## src/rtl/mapper_mem_req.sv

```systemverilog
// mapper_mem_req: turns one mapper-selected CPU access into a single req/ack transaction on the memory port.
// Latency: cpu_wait is asserted combinationally in the start cycle N. mem_req rises at N+1. Read data and
//          cpu_data_valid appear the cycle after mem_ack, which is also the first cycle with cpu_wait low.
// Backpressure: the CPU is stalled through cpu_wait until mem_ack arrives. mem_req is held as a level until then.
//
// Ports:
//   clk, reset               system clock, synchronous active-high reset
//   cpu_mreq/cpu_rd/cpu_wr   CPU memory strobes (level)
//   map_ram_cs/map_addr/map_rnw/map_data
//                            per-cycle mapper output (map_addr all-ones = unmapped)
//   cpu_wait/cpu_data/cpu_data_valid
//                            CPU stall and read-return path
//   mem_req/mem_addr/mem_we/mem_din/mem_ack/mem_dout
//                            memory req/ack port. mem_ack is a one-cycle pulse that carries the read data.
//   err                      sticky timeout flag
// Optional feature: define MAPPER_MEM_TIMEOUT_EN to abort a request that sees no ack within TIMEOUT
// BUSY cycles. When the macro is undefined, err is tied low.
module mapper_mem_req #(
   parameter int ADDR_W  = 27,
   parameter int DATA_W  = 8,
   parameter int TIMEOUT = 255
) (
   input  logic              clk,
   input  logic              reset,
   input  logic              cpu_mreq,
   input  logic              cpu_rd,
   input  logic              cpu_wr,
   input  logic              map_ram_cs,
   input  logic [ADDR_W-1:0] map_addr,
   input  logic              map_rnw,
   input  logic [DATA_W-1:0] map_data,
   output logic              cpu_wait,
   output logic [DATA_W-1:0] cpu_data,
   output logic              cpu_data_valid,
   output logic              mem_req,
   output logic [ADDR_W-1:0] mem_addr,
   output logic              mem_we,
   output logic [DATA_W-1:0] mem_din,
   input  logic              mem_ack,
   input  logic [DATA_W-1:0] mem_dout,
   output logic              err
);

   typedef enum logic [1:0] {IDLE, BUSY, HOLD} state_t;

   state_t            state_q, state_d;
   logic [ADDR_W-1:0] addr_q, addr_d;
   logic              we_q, we_d;
   logic [DATA_W-1:0] din_q, din_d;
   logic [DATA_W-1:0] cdata_q, cdata_d;
   logic              valid_q, valid_d;

   logic start, write, dropped, issue;

   // Start is gated by reset, so a CPU still holding its strobes during reset
   // neither stalls nor launches a request.
   assign start   = (state_q == IDLE) & cpu_mreq & map_ram_cs & (cpu_rd | cpu_wr)
                    & (map_addr != {ADDR_W{1'b1}}) & ~reset;
   // A write takes priority over a simultaneous read. A write into a read-only
   // target is swallowed: it issues no memory request and causes no stall.
   assign write   = cpu_wr & ~map_rnw;
   assign dropped = start & cpu_wr & map_rnw;
   assign issue   = start & ~dropped;

`ifdef MAPPER_MEM_TIMEOUT_EN
   localparam logic [7:0] TO_LIM = 8'(TIMEOUT);
   logic [7:0] cnt_q, cnt_d;
   logic       err_q, err_d;
`else
   logic unused_timeout;
   assign unused_timeout = (TIMEOUT == 0);
`endif

   always_comb begin
      state_d = state_q;
      addr_d  = addr_q;
      we_d    = we_q;
      din_d   = din_q;
      cdata_d = cdata_q;
      valid_d = valid_q;
`ifdef MAPPER_MEM_TIMEOUT_EN
      cnt_d   = cnt_q;
      err_d   = err_q;
`endif
      case (state_q)
         IDLE: begin
            if (dropped) begin
               valid_d = 1'b0;
               state_d = HOLD;
            end else if (issue) begin
               addr_d  = map_addr;
               we_d    = write;
               din_d   = map_data;
               valid_d = 1'b0;
               state_d = BUSY;
`ifdef MAPPER_MEM_TIMEOUT_EN
               cnt_d   = 8'd0;
`endif
            end
         end
         BUSY: begin
            // An ack that lands in the same cycle as the timeout wins.
            if (mem_ack) begin
               if (!we_q) begin
                  cdata_d = mem_dout;
                  valid_d = 1'b1;
               end
               state_d = HOLD;
            end
`ifdef MAPPER_MEM_TIMEOUT_EN
            else begin
               cnt_d = cnt_q + 8'd1;
               if (cnt_d == TO_LIM) begin
                  cdata_d = {DATA_W{1'b1}};
                  valid_d = 1'b1;
                  err_d   = 1'b1;
                  state_d = HOLD;
               end
            end
`endif
         end
         HOLD: begin
            // Wait here until the CPU ends the access, so one access makes one transaction.
            if (!cpu_mreq) state_d = IDLE;
         end
         default: state_d = IDLE;
      endcase
   end

   always_ff @(posedge clk) begin
      if (reset) begin
         state_q <= IDLE;
         addr_q  <= {ADDR_W{1'b1}};
         we_q    <= 1'b0;
         din_q   <= '0;
         cdata_q <= {DATA_W{1'b1}};
         valid_q <= 1'b0;
`ifdef MAPPER_MEM_TIMEOUT_EN
         cnt_q   <= 8'd0;
         err_q   <= 1'b0;
`endif
      end else begin
         state_q <= state_d;
         addr_q  <= addr_d;
         we_q    <= we_d;
         din_q   <= din_d;
         cdata_q <= cdata_d;
         valid_q <= valid_d;
`ifdef MAPPER_MEM_TIMEOUT_EN
         cnt_q   <= cnt_d;
         err_q   <= err_d;
`endif
      end
   end

   assign mem_req        = (state_q == BUSY);
   assign cpu_wait       = issue | (state_q == BUSY);
   assign mem_addr       = addr_q;
   assign mem_we         = we_q;
   assign mem_din        = din_q;
   assign cpu_data       = cdata_q;
   assign cpu_data_valid = valid_q;
`ifdef MAPPER_MEM_TIMEOUT_EN
   assign err            = err_q;
`else
   assign err            = 1'b0;
`endif

endmodule

```

## config.mk

```make
export PLATFORM = sky130hd
export DESIGN_NAME = mapper_mem_req
export DESIGN_NICKNAME = d
export VERILOG_FILES = /design/src/rtl/mapper_mem_req.sv
export SDC_FILE = /design/constraint.sdc
export NUM_CORES = 1
export LEC_CHECK = 0
export ABC_AREA = 1
export CAP_MARGIN = 20
export CELL_PAD_IN_SITES_DETAIL_PLACEMENT = 0
export CELL_PAD_IN_SITES_GLOBAL_PLACEMENT = 1
export CORE_MARGIN = 2
export CORE_UTILIZATION = 28
export DETAILED_ROUTE_END_ITERATION = 6
export PLACE_DENSITY_LB_ADDON = 0.1
export SYNTH_ARGS = -nofsm -noshare
export SYNTH_HDL_FRONTEND = slang
export SYNTH_SLANG_ARGS = --single-unit
```

## constraint.sdc

```tcl
create_clock -name clk -period 2.75 [get_ports clk]
set_input_delay 0.4125 -clock clk [delete_from_list [all_inputs] [get_ports clk]]
set_output_delay 0.4125 -clock clk [all_outputs]
set_load 0.05 [all_outputs]
```

# == After elaboration in Yosys (flattened, before gate mapping) ==
# Cells that the tools add are included.
# classes
reduce_logical,6
n_bitwise,15
mux,10
n_eq_ne,7
# ops
cell,n
!= test 27 bit (second input constant),1
bitwise AND 1 bit,9
AND reduction 3 bit,3
2-to-1 mux 2 bit,4
case mux 2 bit (3 select lines),1
2-to-1 mux 1 bit,4
!= test 2 bit (second input constant),2
NOT 1 bit,4
AND reduction 4 bit,1
!= test 3 bit (second input constant),1
== test 2 x 1 -> 1 bit (second input constant),1
== test 2 bit (second input constant),1
zero test 2 bit,1
!= test 2 x 1 -> 1 bit (second input constant),1
OR 1 bit,2
case mux 1 bit (2 select lines),1
nonzero test 2 bit,1
# word_totals
in_bits,51
reg_bits,47
elab_cells,44
output_inout_bits,48

# == Depth between registers and ports, before layout ==
# logic_depth
ltp_word,13
depth_mapped,10

# == Worst setup path before layout ==
# OpenSTA, ideal clock, no wires.
# synth_path
kind,register to output
startpoint,reg state_q[0]
endpoint,out cpu_wait
t_arrival_ns,1.685
n_path_buf,0
setup_slack_ns,0.652
path_stages_with_launch,5
path_cell_list,dfxtp_1 -> inv_1 -> nor2_1 -> inv_1 -> nand2_1
# synth_between
word_cells_on_any_way,12
cone_classes,eq/ne: 1; bitwise: 10; reduce/logical: 1
# synth_rtl
element,line_no,rtl
start: declaration,46,"state_t state_q, state_d;"
start signal: assignment,143,state_q <= state_d;
== test 2 x 1 -> 1 bit,-,
net mem_req,35,"output logic mem_req,"
OR 1 bit,157,assign cpu_wait = issue | (state_q == BUSY);
end: declaration,32,"output logic cpu_wait,"
# The timed path passes the listed nets, and every way through them passes these cells.

# == Worst setup path in the final report ==
# layout_path
startpoint,in map_addr[8]
endpoint,out cpu_wait
# layout_between
elab_chain_len,8
# layout_rtl
element,line_no,rtl
start: declaration,29,"input logic [ADDR_W-1:0] map_addr,"
!= test 27 bit *,58,& (map_addr != {ADDR_W{1'b1}}) & ~reset;
bitwise AND 1 bit * (2 in a row),58,
bitwise AND 1 bit (2 in a row),62,assign dropped = start & cpu_wr & map_rnw;
NOT 1 bit (no line),-,
bitwise AND 1 bit *,63,assign issue = start & ~dropped;
OR 1 bit *,157,
# Mark *: on every way between the ends. The rest lies on a longest branch, timed or not.

==> summary.md <==
| Metric | Value |
|---|---|
| Worst Tran Pin Value | `0.528 ns` |
| Synthesis-to-finish area growth | `60.2%` |
| LEAKAGE | `1.26 nW` |
| Detailed-route wire length | `5110 um` |
| # DRC | `0` |
| Total power draw | `1.41 mW` |
| Status | `finished clean` |
| First-pass GRT wire length | `8340 um` |
| Worst Path Max Fanout | `4` |
| Pre-CTS WS | `0.436 ns` |
| # port buffers | `97` |
| Post-CTS Hold Buffers | `0` |
| Initial Utilization | `28.9%` |
| Max VDD drop | `about 0.00021 V` |
| RD Place Congestion | `0.682` |
| IO Pins | `99` |
| Critical Path End Type | `output port` |
| Max-cap violations | `0` |
| Fin crit share | `between 70% and 80%` |
| Distinct cells, synth | `18` |
| Largest family of logic cells by synthesized area | `simple AND/OR/NAND/NOR gates` |
| Yosys reg bits | `47` |
| Clk_skew | `0.00445 ns` |
| Fmax | `466 MHz` |
| Total track usage | `between 10% and 20%` |
| Grt ovf | `0` |
| Post-Synthesis Cells | `247` |
| # setup viols final | `0` |
| Syn Nets | `approximately 300` |
| Inserted Diodes | `0` |
| Unrepaired setup endpoints after global routing | `false` |
| Worst Hold Class | `flip-flop to flip-flop` |
| Antenna-violating nets left | `0` |
| Register area share after synthesis | `between 50% and 60%` |
| Clock slew at reported path FFs | `roughly 0.08 ns` |
| H-tree depth | `2` |
| Core region area | `6350 um^2` |
| Vias/cell | `4.35` |
| Slew margin rel. | `64.7%` |
| Via count | `1825` |
| Clock sinks | `47` |
| # rows | `29` |
| Post-synth design cell area | `1840 um^2` |
| Worst setup SP type | `primary input` |
| Drt first pass iters | `4` |
| Number of global-route vias before repair | `1808` |
| Sum of negative setup slack | `0 ns` |
| Initial antenna violation count | `0` |
| TritonCTS clock tree | `done` |
| Cts bufs inserted | `5` |
| Detailed placement HPWL | `3630 um` |
| Mean Syn Cell Area | `7.43 um^2` |
| WP data arrival | `1.73 ns` |
| Drt wl/cell | `around 12 um` |
| Die height | `85.0 um` |
| Min Hold Slack | `0.448 ns` |
| Final net count | `about 390` |
| Mux share of post-synthesis cell area | `0%` |
| Worst-Skew Late Latency | `0.29 ns` |
| Setup repair bufs after CTS | `0` |
| DRT iter0 DRCs | `46` |
| Post-placement cell area | `2860 um^2` |
| Layout cells sized above 1 | `4.37%` |
| Required @ worst endpoint | `2.34 ns` |
| Clk root buf | `clkbuf_8` |
| Die Wd | `85.0 um` |
| PwrDens | `478 nW/um^2` |
| Maximum clock path buffer count | `2` |
| Syn. warnings | `0` |
| Pin count of the biggest net entering global routing | `38` |
| Post-synthesis simple-gate area fraction | `between 30% and 40%` |
| Post-Synth Adder-Cell Area | `0%` |
| Final WS setup | `0.603 ns` |
| Post-cts resize count | `0` |
| Crit path kind | `primary input to output port` |
| Final instance area | `2940 um^2` |
| Compound-Gate Fraction of Synth Area | `about 4.5%` |
| Fin. Hold Viols | `0` |
| Final Max Slew Viols | `0` |
| Tmin final | `roughly 2.1 ns` |
| XOR/XNOR Fraction of Synth Area | `0%` |
| Die Area | `7220 um^2` |
==> flip-flops by register name, indices dropped and copies added (netlist names) <==
| name | cells |
|---|---|
| cpu_data | 8 |
| state_q | 2 |
| mem_addr | 27 |
| mem_we | 1 |
| cpu_data_valid | 1 |
| mem_din | 8 |
==> power breakdown <==
group          internal (mW)  switching (mW)
Sequential             0.704          0.0125
Combinational          0.129           0.165
Clock                  0.179           0.216
==> stage by stage <==
stage | util (%) | instances
finish | 46.3 | 420
global route | 46.3 | 420
CTS | 46.3 | 420
detailed placement | 45.0 | 412
global placement | 45.0 | 412
floorplan | - | 247
==> critical path, stage by stage <==
cell and delay (ns):
clkdlybuf4s50_1 0.48, nand2_1 0.06, nor2_1 0.13, nand2_1 0.07, nor2_1 0.09, nand2_1 0.11
nand3_2 0.11, nand2_1 0.10, buf_12 0.16
==> cells by family (layout without fill, tap and decap cells) <==
logic type,count (synthesis),count (layout)
buffers and inverters,23,119
other,1,1
and+or+nand+nor,160,160
AOI/OAI and AO/OA,16,16
DFF,47,47
==> synthesized netlist by cell type <==
cell        n  share of area, %
nand2_1   107                22
dfxtp_1    47                51
nand3_1    37                10
a21oi_1    14               3.8
nor2_1     10               2.0
inv_1       9               1.8
clkbuf_1    6               1.2
buf_4       3               1.2
buf_6       3               1.8
nand4_1     2              0.68
nor3_4      2               1.8
buf_2       1              0.27
clkinv_2    1              0.27
conb_1      1              0.20
nand3_2     1              0.55
o211ai_1    1              0.41
o21ai_0     1              0.27
or2_1       1              0.34
==> path summary, 6_finish.rpt <==
path | startpoint | end | slack [ns] | cells past startpoint
hold reg to reg | cpu_data_valid | cpu_data_valid | 0.45 | 2
setup / recovery | map_addr[8] | cpu_wait | 0.60 | 9
setup reg to reg | state_q[0] | mem_din[3] | 1.17 | 6
hold / removal | cpu_data_valid | cpu_data_valid | 0.45 | 2
==> placed cells by master, fill, tap and decap left out, drive strengths merged <==
| cell | n |
|---|---|
| nand4 | 2 |
| inv | 9 |
| nor3 | 2 |
| o21ai | 1 |
| a21oi | 14 |
| or2 | 1 |
| conb | 1 |
| nand3 | 38 |
| clkbuf | 7 |
| clkinv | 2 |
| o211ai | 1 |
| buf | 5 |
| dfxtp | 47 |
| clkdlybuf4s50 | 96 |
| nand2 | 107 |
| nor2 | 10 |
==> metal layers <==
metal	routed length (um)	GRT usage, %	vias up
li1	-	-	967
met1	2380	18.0	798
met2	2340	23.7	55
met3	334	4.86	5
met4	61	3.90	0
met5	0	0	-
==> final cells by class <==
cell class / count / area (um^2)
flip-flops and latches: 47 / 941
clock buffers: 7 / 76.3
inverters: 10 / 38.8
repair buffers: 101 / 1010
clock inverters: 1 / 5.00
fillers: 678 / 3410
well taps: 77 / 96.3
multi-input cells: 177 / 772
Power figures use the tool's default switching activity.
